--- src/rtl/h264_dec_defs.sv ---
// Shared definitions for the intra macroblock-header decoder: FSM states, element limits,
// header record layout and the intra cbp me(v) inverse mapping.
package h264_dec_defs;

  typedef enum logic [2:0] {
    S_IDLE, S_MBTYPE, S_PRED4, S_CHROMA, S_CBP, S_DQP, S_DONE, S_ERR
  } state_t;

  localparam int QP_MAX_DEF = 51;

  localparam logic [5:0] MBT_I4X4      = 6'd0;
  localparam logic [5:0] MBT_I16_LAST  = 6'd24;
  localparam logic [5:0] CHROMA_MAX    = 6'd3;
  localparam logic [5:0] CBP_CODE_MAX  = 6'd47;
  localparam logic signed [6:0] DQP_HI = 7'sd25;
  localparam logic signed [6:0] DQP_LO = -7'sd26;

  typedef struct packed {
    logic        mb_type_intra;
    logic [1:0]  mode16;
    logic [15:0] flags;
    logic [47:0] rem;
    logic [1:0]  chroma;
    logic [5:0]  cbp;
    logic [5:0]  qp;
  } hdr_rec_t;

  localparam logic [5:0] CBP_INTRA_TAB [0:47] = '{
    6'd47, 6'd31, 6'd15, 6'd0,  6'd23, 6'd27, 6'd29, 6'd30,
    6'd7,  6'd11, 6'd13, 6'd14, 6'd39, 6'd43, 6'd45, 6'd46,
    6'd16, 6'd3,  6'd5,  6'd10, 6'd12, 6'd19, 6'd21, 6'd26,
    6'd28, 6'd35, 6'd37, 6'd42, 6'd44, 6'd1,  6'd2,  6'd4,
    6'd8,  6'd17, 6'd18, 6'd20, 6'd24, 6'd6,  6'd9,  6'd22,
    6'd25, 6'd32, 6'd33, 6'd34, 6'd36, 6'd40, 6'd38, 6'd41
  };

  function automatic logic [5:0] cbp_intra_inv(input logic [5:0] code);
    return (code <= CBP_CODE_MAX) ? CBP_INTRA_TAB[code] : 6'd0;
  endfunction

endpackage

--- src/rtl/exp_golomb_dec.sv ---
// Combinational Exp-Golomb decoder on the head of an MSB-first bit window.
// Prefixes longer than five zeros are flagged as err (no legal header element needs them).
module exp_golomb_dec #(
  parameter int WIN_W = 16
) (
  input  logic [WIN_W-1:0] win,
  output logic [5:0]       code_num,
  output logic [6:0]       se_val,
  output logic [4:0]       len,
  output logic             err
);

  logic [10:0] top11, mask, tail;
  logic [2:0]  lz;
  logic        found;
  logic [3:0]  rs;

  assign top11 = win[WIN_W-1 -: 11];

  always_comb begin
    lz    = 3'd6;
    found = 1'b0;
    for (int i = 0; i < 6; i++) begin
      if (!found && top11[10-i]) begin
        lz    = 3'(i);
        found = 1'b1;
      end
    end
    // info bits sit right after the marker bit; shift them to the bottom and mask
    rs       = 4'd10 - {lz, 1'b0};
    mask     = (11'd1 << lz) - 11'd1;
    tail     = (top11 >> rs) & mask;
    err      = !found;
    code_num = found ? 6'(mask + tail) : 6'd0;
    len      = found ? {1'b0, lz, 1'b1} : 5'd0;
  end

  assign se_val = code_num[0] ? (({1'b0, code_num} + 7'd1) >> 1)
                              : (7'd0 - ({1'b0, code_num} >> 1));

  if (WIN_W > 11) begin : g_low
    logic unused_low;
    assign unused_low = ^win[WIN_W-12:0];
  end

endmodule

--- src/rtl/mb_header_dec.sv ---
// CAVLC intra macroblock-header parser: walks mb_type, intra modes, chroma mode, cbp and
// mb_qp_delta off the bit window and publishes one header record per macroblock.
//   state  | meaning
//   IDLE   | waiting for start
//   MBTYPE | decode mb_type ue(v)
//   PRED4  | 16 x intra4x4 prev flag / rem mode
//   CHROMA | decode intra_chroma_pred_mode ue(v)
//   CBP    | decode coded_block_pattern me(v)
//   DQP    | decode mb_qp_delta se(v)
//   DONE   | publish record, hdr_valid pulse
//   ERR    | illegal code, hdr_err pulse
module mb_header_dec
  import h264_dec_defs::*;
#(
  parameter int WIN_W  = 16,
  parameter int QP_MAX = QP_MAX_DEF
) (
  input  logic             clk,
  input  logic             rst_n,
  input  logic             start,
  input  logic             first_mb,
  input  logic [5:0]       slice_qp,
  input  logic             bs_valid,
  input  logic [WIN_W-1:0] bs_window,
  output logic             bs_consume,
  output logic [4:0]       bs_len,
  output logic             busy,
  output logic             hdr_valid,
  output logic             hdr_err,
  output logic             mb_type_intra,
  output logic [1:0]       intra16x16_mode,
  output logic [15:0]      intra4x4_flag,
  output logic [47:0]      intra4x4_rem,
  output logic [1:0]       chroma_mode,
  output logic [5:0]       cbp,
  output logic [5:0]       qp
);

  localparam logic [7:0] QP_MOD  = 8'(QP_MAX + 1);
  localparam logic [7:0] QP_MOD2 = 8'(2 * (QP_MAX + 1));

  state_t   state, state_d;
  hdr_rec_t pend, rec_q, rec_next;
  logic     first_lat;
  logic [3:0] blk_cnt;
  logic [5:0] qp_prev, base, qp_new, cbp_lut;
  logic [5:0] code_num;
  logic [6:0] se_val;
  logic [4:0] eg_len;
  logic       eg_err, dqp_bad;
  logic [4:0] c16;
  logic [2:0] grp16;
  logic [1:0] chroma16;
  logic [7:0] qp_sum, qp_wrap;

  exp_golomb_dec #(.WIN_W(WIN_W)) u_eg (
    .win      (bs_window),
    .code_num (code_num),
    .se_val   (se_val),
    .len      (eg_len),
    .err      (eg_err)
  );

  // I_16x16 mb_type packs mode, chroma cbp and luma cbp into codeNum-1
  assign c16      = 5'(code_num - 6'd1);
  assign grp16    = c16[4:2];
  assign chroma16 = (grp16 >= 3'd3) ? 2'(grp16 - 3'd3) : grp16[1:0];
  assign cbp_lut  = cbp_intra_inv(code_num);
  assign dqp_bad  = ($signed(se_val) > DQP_HI) || ($signed(se_val) < DQP_LO);

  assign base    = first_lat ? slice_qp : qp_prev;
  assign qp_sum  = {2'b00, base} + {se_val[6], se_val} + QP_MOD;
  assign qp_wrap = (qp_sum >= QP_MOD2) ? qp_sum - QP_MOD2 :
                   (qp_sum >= QP_MOD)  ? qp_sum - QP_MOD  : qp_sum;
  assign qp_new  = (state == S_DQP) ? 6'(qp_wrap) : base;

  always_ff @(posedge clk or negedge rst_n) begin
    if (!rst_n) state <= S_IDLE;
    else        state <= state_d;
  end

  always_comb begin
    state_d      = state;
    bs_consume   = 1'b0;
    bs_len       = 5'd0;
    rec_next     = pend;
    rec_next.cbp = (state == S_CBP) ? cbp_lut : pend.cbp;
    rec_next.qp  = qp_new;
    unique case (state)
      S_IDLE:   if (start) state_d = S_MBTYPE;
      S_MBTYPE: if (bs_valid) begin
        if (eg_err || code_num > MBT_I16_LAST) state_d = S_ERR;
        else begin
          bs_consume = 1'b1;
          bs_len     = eg_len;
          state_d    = (code_num == MBT_I4X4) ? S_PRED4 : S_CHROMA;
        end
      end
      S_PRED4:  if (bs_valid) begin
        bs_consume = 1'b1;
        bs_len     = bs_window[WIN_W-1] ? 5'd1 : 5'd4;
        if (blk_cnt == 4'd0) state_d = S_CHROMA;
      end
      S_CHROMA: if (bs_valid) begin
        if (eg_err || code_num > CHROMA_MAX) state_d = S_ERR;
        else begin
          bs_consume = 1'b1;
          bs_len     = eg_len;
          state_d    = pend.mb_type_intra ? S_DQP : S_CBP;
        end
      end
      S_CBP:    if (bs_valid) begin
        if (eg_err || code_num > CBP_CODE_MAX) state_d = S_ERR;
        else begin
          bs_consume = 1'b1;
          bs_len     = eg_len;
          state_d    = (cbp_lut == 6'd0) ? S_DONE : S_DQP;
        end
      end
      S_DQP:    if (bs_valid) begin
        if (eg_err || dqp_bad) state_d = S_ERR;
        else begin
          bs_consume = 1'b1;
          bs_len     = eg_len;
          state_d    = S_DONE;
        end
      end
      S_DONE:   state_d = S_IDLE;
      S_ERR:    state_d = S_IDLE;
      default:  state_d = S_IDLE;
    endcase
  end

  always_ff @(posedge clk or negedge rst_n) begin
    if (!rst_n) begin
      first_lat <= 1'b0;
      pend      <= '0;
      rec_q     <= '0;
      blk_cnt   <= 4'd0;
      qp_prev   <= 6'd0;
    end else begin
      if (state == S_IDLE && start) begin
        first_lat <= first_mb;
        pend      <= '0;
      end
      if (bs_consume) begin
        unique case (state)
          S_MBTYPE: begin
            pend.mb_type_intra <= (code_num != MBT_I4X4);
            blk_cnt            <= 4'd15;
            if (code_num != MBT_I4X4) begin
              pend.mode16 <= c16[1:0];
              pend.cbp    <= {chroma16, (c16 >= 5'd12) ? 4'hF : 4'h0};
            end
          end
          S_PRED4: begin
            // shift in so block 0 lands in the MSBs after 16 blocks
            pend.flags <= {pend.flags[14:0], bs_window[WIN_W-1]};
            pend.rem   <= {pend.rem[44:0],
                           bs_window[WIN_W-1] ? 3'd0 : bs_window[WIN_W-2 -: 3]};
            blk_cnt    <= blk_cnt - 4'd1;
          end
          S_CHROMA: pend.chroma <= code_num[1:0];
          S_CBP:    pend.cbp    <= cbp_lut;
          default:  ;
        endcase
      end
      if (state_d == S_DONE) begin
        rec_q   <= rec_next;
        qp_prev <= rec_next.qp;
      end
    end
  end

  assign busy            = (state != S_IDLE);
  assign hdr_valid       = (state == S_DONE);
  assign hdr_err         = (state == S_ERR);
  assign mb_type_intra   = rec_q.mb_type_intra;
  assign intra16x16_mode = rec_q.mode16;
  assign intra4x4_flag   = rec_q.flags;
  assign intra4x4_rem    = rec_q.rem;
  assign chroma_mode     = rec_q.chroma;
  assign cbp             = rec_q.cbp;
  assign qp              = rec_q.qp;

endmodule

--- config.mk ---
export PLATFORM = sky130hd
export DESIGN_NAME = mb_header_dec
export DESIGN_NICKNAME = d
export VERILOG_FILES = /design/src/rtl/h264_dec_defs.sv /design/src/rtl/exp_golomb_dec.sv /design/src/rtl/mb_header_dec.sv
export SDC_FILE = /design/constraint.sdc
export NUM_CORES = 1
export LEC_CHECK = 0
export ABC_CLOCK_PERIOD_IN_PS = 13200
export BUFFER_PORTS_ARGS = -buffer_cell sky130_fd_sc_hd__buf_2
export CAP_MARGIN = 10
export CORE_UTILIZATION = 60
export CTS_CLUSTER_SIZE = 16
export DETAILED_ROUTE_END_ITERATION = 10
export PLACE_DENSITY = 0.9
export SLEW_MARGIN = 10
export SYNTH_ARGS = -nofsm -noshare
export SYNTH_HDL_FRONTEND = slang
export SYNTH_SLANG_ARGS = --single-unit
--- constraint.sdc ---
create_clock -name clk -period 13.2 [get_ports clk]
set_clock_uncertainty 0.05 [all_clocks]
set_input_delay 1.98 -clock clk [delete_from_list [all_inputs] [get_ports clk]]
set_output_delay 1.98 -clock clk [all_outputs]
set_load 0.01 [all_outputs]
; ---- Word-level counts from Yosys, hierarchy flattened
; Memories as Yosys holds them, arrays and structs flattened.
; Index checks and enable logic that the tools add are counted.
[totals]
mem_count = 1
romBits = 384
regBits = 164
elab_cells = 149
input_bits = 27
output_inout_bits = 90
[op_classes]
bitwise_logic = 2
shifts = 2
mux = 71
magnitude_cmp = 11
n_reduce_logical = 26
eq_ne = 8
add_sub_neg = 12
[memory_table]
columns = name, words, width, rd, rd_ports_with_merged_regs, write_ports, line_no
row1 = (name not given), 64, 6, 1, 0, 0, h264_dec_defs.sv:38  ; return (code <= CBP_CODE_MAX) ? CBP_INTRA_TAB[code] : 6'd0;
[ops]
columns = cell, n
row1 = two-way mux 81 bit, 1
row2 = two-way mux 75 bit, 1
row3 = two-way mux 64 bit, 1
row4 = two-way mux 6 bit, 10
row5 = two-way mux 3 bit, 18
row6 = two-way mux 5 bit, 8
row7 = case mux 5 bit (5 select lines), 1
row8 = case mux 3 bit (7 select lines), 1
row9 = two-way mux 1 bit, 18
row10 = equality test 3 bit (second input constant), 5
row11 = logical NOT 6 bit, 2
row12 = two-way mux 2 bit, 6
row13 = case mux 6 bit (2 select lines), 1
row14 = subtractor 6 bit (second input constant), 2
row15 = >> shifter 11 x 4 -> 6 bit, 1
row16 = adder 7 x 7 -> 8 bit, 1
row17 = adder 8 x 6 -> 8 bit (second input constant), 1
row18 = greater-or-equal comparator 8 x 6 -> 1 bit (second input constant), 1
row19 = greater-or-equal comparator 8 x 7 -> 1 bit (second input constant), 1
row20 = two-way mux 4 bit, 2
row21 = case mux 4 bit (2 select lines), 1
row22 = adder 6 x 1 -> 7 bit (second input constant), 1
row23 = greater-or-equal comparator 7 bit (second input constant), 1
row24 = greater-than comparator 7 x 6 -> 1 bit (second input constant), 1
row25 = 31 further kinds, 46

; ---- Longest topological paths before layout
[depth]
ltp_word = 32
ltp_mapped = 29
depth_no_buf = 28

; ---- Modules after synthesis
; A second synthesis with hierarchy kept.
[hier_totals]
hier_cells = 960
hier_area_um2 = 9361.5
[by_module_without_submodules]
columns = module, seq_area_each_um2, n_inst, cells_per_inst, area_per_inst_um2
row1 = mb_header_dec, 4103.9, 1, 826, 8354.3
row2 = exp_golomb_dec, 0.0, 1, 134, 1007.2

; ---- Worst setup path after synthesis
; Ideal clock, no wire load.
[synth_timing]
path_type = input port to flip-flop
start = in bs_window[13]
end = reg qp_prev[5]
setup_time_ns = 0.125
arrival_ns = 7.980
required_ns = 13.025
slack_ns = 5.046
path_stages = 27
n_path_buf = 1
cell_sequence = buf_2 > or4b_4 > or2_1 > and3_1 > nor3_1 > ha_1 > a31oi_4 > xnor2_1 > nand2_4 > inv_2 > ha_1 > nor2_1 > a21oi_1 > xnor2_1 > ha_1 > fa_1 > xnor2_1 > inv_1 > ha_1 > a2111oi_0 > nor3b_1 > mux2i_1 > nand3_1 > o21bai_1 > xnor2_1 > mux2i_1 > mux2_2
[synth_between]
elab_chain_cells = 27
elab_cells_between_ends = 65
classes_between = add/sub (9) / order compare (8) / eq/ne (1) / shift (2) / mux (27) / bitwise (2) / reduce/logical (15) / memory (1)
[synth_rtl]
columns = element, line_no
row1 = start: declaration, mb_header_dec.sv:24  ; input logic [WIN_W-1:0] bs_window,
row2 = "parallel branches: the longest is 27 deep, another holds subtractor 4 bit", n/a
row3 = end signal: assignment, mb_header_dec.sv:170  ; qp_prev <= rec_next.qp;
row4 = end: declaration, mb_header_dec.sv:46  ; logic [5:0] qp_prev, base, qp_new, cbp_lut;
; Parallel ways; which one is timed is not known. The select of a mux whose other input is x is not followed.
; A chain may end at the register's enable or synchronous reset.

; ---- Final worst setup path
[layout_timing]
start = in bs_window[14]
end = out bs_len[2]
[layout_between]
elab_chain_cells = 27
elab_cells_between_ends = 50
classes_between = add/sub (5) / order compare (5) / shift (2) / mux (22) / bitwise (1) / reduce/logical (15)
[layout_rtl]
columns = element, line_no
row1 = logical AND 1 bit, exp_golomb_dec.sv:24  ; if (!found && top11[10-i]) begin
row2 = two-way mux 1 bit, exp_golomb_dec.sv:24
row3 = logical NOT 1 bit, exp_golomb_dec.sv:24
row4 = logical AND 1 bit, exp_golomb_dec.sv:24
row5 = two-way mux 1 bit, exp_golomb_dec.sv:24
row6 = logical NOT 1 bit, exp_golomb_dec.sv:24
row7 = logical AND 1 bit, exp_golomb_dec.sv:24
row8 = two-way mux 1 bit, exp_golomb_dec.sv:24
row9 = [... 11 more ...], n/a
row10 = adder 6 x 1 -> 7 bit or subtractor 1 x 5 -> 6 bit (tied branches), "exp_golomb_dec.sv:38, exp_golomb_dec.sv:39"
row11 = two-way mux 7 bit, exp_golomb_dec.sv:38  ; assign se_val = code_num[0] ? (({1'b0, code_num} + 7'd1) >> 1)
row12 = greater-than comparator 7 x 6 -> 1 bit or less-than comparator 7 x 6 -> 1 bit (tied branches), mb_header_dec.sv:69  ; assign dqp_bad = ($signed(se_val) > DQP_HI) || ($signed(se_val) < DQP_LO);
row13 = logical OR 1 bit, mb_header_dec.sv:69
row14 = logical OR 1 bit, mb_header_dec.sv:121  ; if (eg_err || dqp_bad) state_d = S_ERR;
row15 = two-way mux 5 bit, mb_header_dec.sv:121
row16 = two-way mux 5 bit, mb_header_dec.sv:120  ; S_DQP: if (bs_valid) begin
row17 = case mux 5 bit (5 select lines) *, mb_header_dec.sv:89  ; unique case (state)
row18 = end: declaration, mb_header_dec.sv:26  ; output logic [4:0] bs_len,
; Every way passes the cells marked *; elsewhere a longest branch is shown, timed or not.

==> results.toml <==
[outcome]
status = "finished, violations left"
violations = "design-rule violations"

[global_routing]
grt_first_pass_wirelength_um = 36100
grt_max_degree = 88
gr-total-overflow = 0
grt_pass1_vias = 7283
antenna_found_initial = 0
track_usage = 0.289

[layout]
syn2layout_area_growth_pct = 12.3
stdcell_count = 1227
antenna_cells = 0
fin_nets = 1091
final_area_um2 = 10200
drive_above_1_share = 0.175
utilization = 0.697

[sta]
worst_slack_ns = 4.18
worst_pin_slew_ns = 1.13
max_freq_ghz = 0.111
setup_viol = 0
setup-tns-final_ns = 0
slew_headroom = 0.244
fin_worst_hold_slack_ns = 0.429
period_share = 0.683
rsz0062_at_grt = "no"
min_period_ns = 9.02
drv_slew = 0
hold_violations = 0

[logic_synthesis]
async_flop_share = 1.00
synthCells = 949
synth_edf_count = 0
synth.net_count = 1010
yosys.area.top_type_share = 0.450
syn_area_um2 = 9120
yosysMostFrequentCell = "nand2_1"
yosys_warnings = 0
avgSynthCellArea_um2 = 9.61
synth-seq-area-share = 0.450
synthFlopType = "dfrtp_1"
synthTopCellsByCount = "nand2_1 (180), dfrtp_1 (164), nand3_1 (83)"
ys_seq_elements = 164
synthDistinctLibCells = 77
synthTopCellsByArea = "dfrtp_1 (45%), mux2_1 (8.8%), nand2_1 (7.4%), nand3_1 (4.6%), ha_1 (4.5%)"
synth_top_area_cell = "dfrtp_1"

[clocking]
clk_pin_slew_ns = 0.06
cts_tree = "yes"
cts_buffers = 17
post_cts_buffers = 0
clock_latency_ns = 0.44
root_buffer = "clkbuf_16"
clock-sinks = 164
cts-htree-levels = 4
cts_resized = 0
cts_hold_buf = 0
clockBufferDepth = 2

[worst_setup_path]
max_stage_delay_ns = 0.58
critPathLaunchType = "input pin"
critical_path_required_ns = 11.17
cp.arrival_ns = 6.99
path_buf_inv = 3
path_cells = "buf_2 -> or4b_4 -> or2_1 -> and3_1 -> nor3_1 -> ha_1 -> a31oi_4 -> xnor2_1 -> nand2_4 -> inv_2 -> ha_1 -> xnor2_1 -> o32a_1 -> a311o_1 -> nand3_1 -> o2111ai_1 -> or3_1 -> a21oi_1 -> buf_2"
crit_slowest_cell = "or4b_4"
end_kind = "output pin"
worst-setup-path-type = "in2out"
r2r_slack_ns = 8.58
path_delay_family = "simple AND/OR/NAND/NOR gates"
crit_fanout = 15

[placed_design]
dp.cells = 1195
io_buffers = 110
dp_slack_ns = 4.09
placed_area_um2 = 9670
gp_congestion = 0.965
post-dp-hpwl_um = 14400

[power_and_ir_drop]
finalPower_mw = 1.96
p_per_area_nw_per_um2 = 192
vdd_ir_drop_max_v = 0.000230
leakagePower_nw = 5.36

[detailed_routing]
viasPerCell = 6.28
drt_iter0_drc = 748
drc = 14
final_antenna_net_count = 0
drtPass1Iterations = 8
num_vias = 7710
routedWlPerCell_um = 17.8
wl_um = 21800

[hold_path]
hp-class = "reg2reg"

[die]
fp.dieW_um = 125
boundaryPins = 117
die-area_um2 = 15700
rows = 44
initial_core_util = 0.620
core_um2 = 14700
die_h_um = 125

[job]
maxCapViolations = 0
-- report_power, final --
part | switching, mW | total [mW] | internal (mW)
logic | 0.510 | 0.835 | 0.326
registers | 0.0712 | 0.647 | 0.576
clock network | 0.214 | 0.480 | 0.266
total | 0.795 | 1.96 | 1.17
-- sequential cells by signal, indices dropped and copies added, names as in the netlist --
signal	flops
blk_cnt	4
cbp	6
intra4x4_rem	48
intra16x16_mode	2
chroma_mode	2
mb_type_intra	1
qp_prev	6
intra4x4_flag	16
state	3
pend	75
first_lat	1
-- cell families (layout without fill, tap and decap cells) --
group,after synthesis,in the layout,synth area share
other,1,1,0.000411
flip-flops,164,164,0.450
multiplexers,96,96,0.116
buffers and inverters,98,192,0.0506
XOR/XNOR,18,18,0.0173
AND/OR/NAND/NOR,370,370,0.188
AO/OA/AOI/OAI,168,168,0.131
adder cells (fa/ha/maj),34,34,0.0475
-- worst register-to-register path, stage by stage (launching register included) --
cell       delay (ns)
dfrtp_1          0.53
mux2i_1          0.35
ha_1             0.32
fa_1             0.46
xnor2_1          0.49
inv_1            0.20
ha_1             0.26
a2111oi_0        0.53
nor3b_1          0.11
mux2i_1          0.35
nand3_1          0.17
o21bai_1         0.18
xnor2_1          0.14
mux2i_1          0.09
mux2_2           0.27
-- layer usage --
metal  vias up  track usage  wire length [um]  part of all wire
met5         -            0                 0                 0
met4         0        0.144               767             0.035
met3        59       0.0518              1270             0.058
met2       332        0.463             10500              0.48
met1      3811        0.381              9250              0.42
li1       3508            -                 -                 -
-- layout make-up --
type | instances | area, um2
well taps | 184 | 230
clock inverters | 13 | 141
fillers | 1075 | 4460
clock buffers | 19 | 433
multi-input cells | 687 | 4560
inverters | 43 | 161
repair buffers | 117 | 609
flip-flops and latches | 164 | 4100
-- path summary, 6_finish.rpt --
path	start	end	depth (start not counted)
max in group asynchronous	rst_n	pend[48]	2
setup reg to reg	first_lat	qp_prev[5]	14
setup / recovery	bs_window[14]	bs_len[2]	19
hold / removal	intra4x4_flag[11]	intra4x4_flag[11]	1
min in group asynchronous	rst_n	intra4x4_rem[26]	1
hold reg to reg	intra4x4_flag[11]	intra4x4_flag[11]	1
-- cell usage in the layout, fill, tap and decap left out, types with 6 or more instances in the layout --
master and n:
nand2_1 179, dfrtp_1 164, buf_2 109, nand3_1 83, mux2_1 71, inv_1 42, a21oi_1 42, nor2_1 33
ha_1 33, o21ai_0 24, mux2i_1 19, nor3_1 18, xnor2_1 17, clkbuf_16 17, nor2b_1 11, a31oi_1 11
a211oi_1 8, buf_4 7, o211ai_1 6, mux2_2 6
Power figures use the tool's default switching activity.
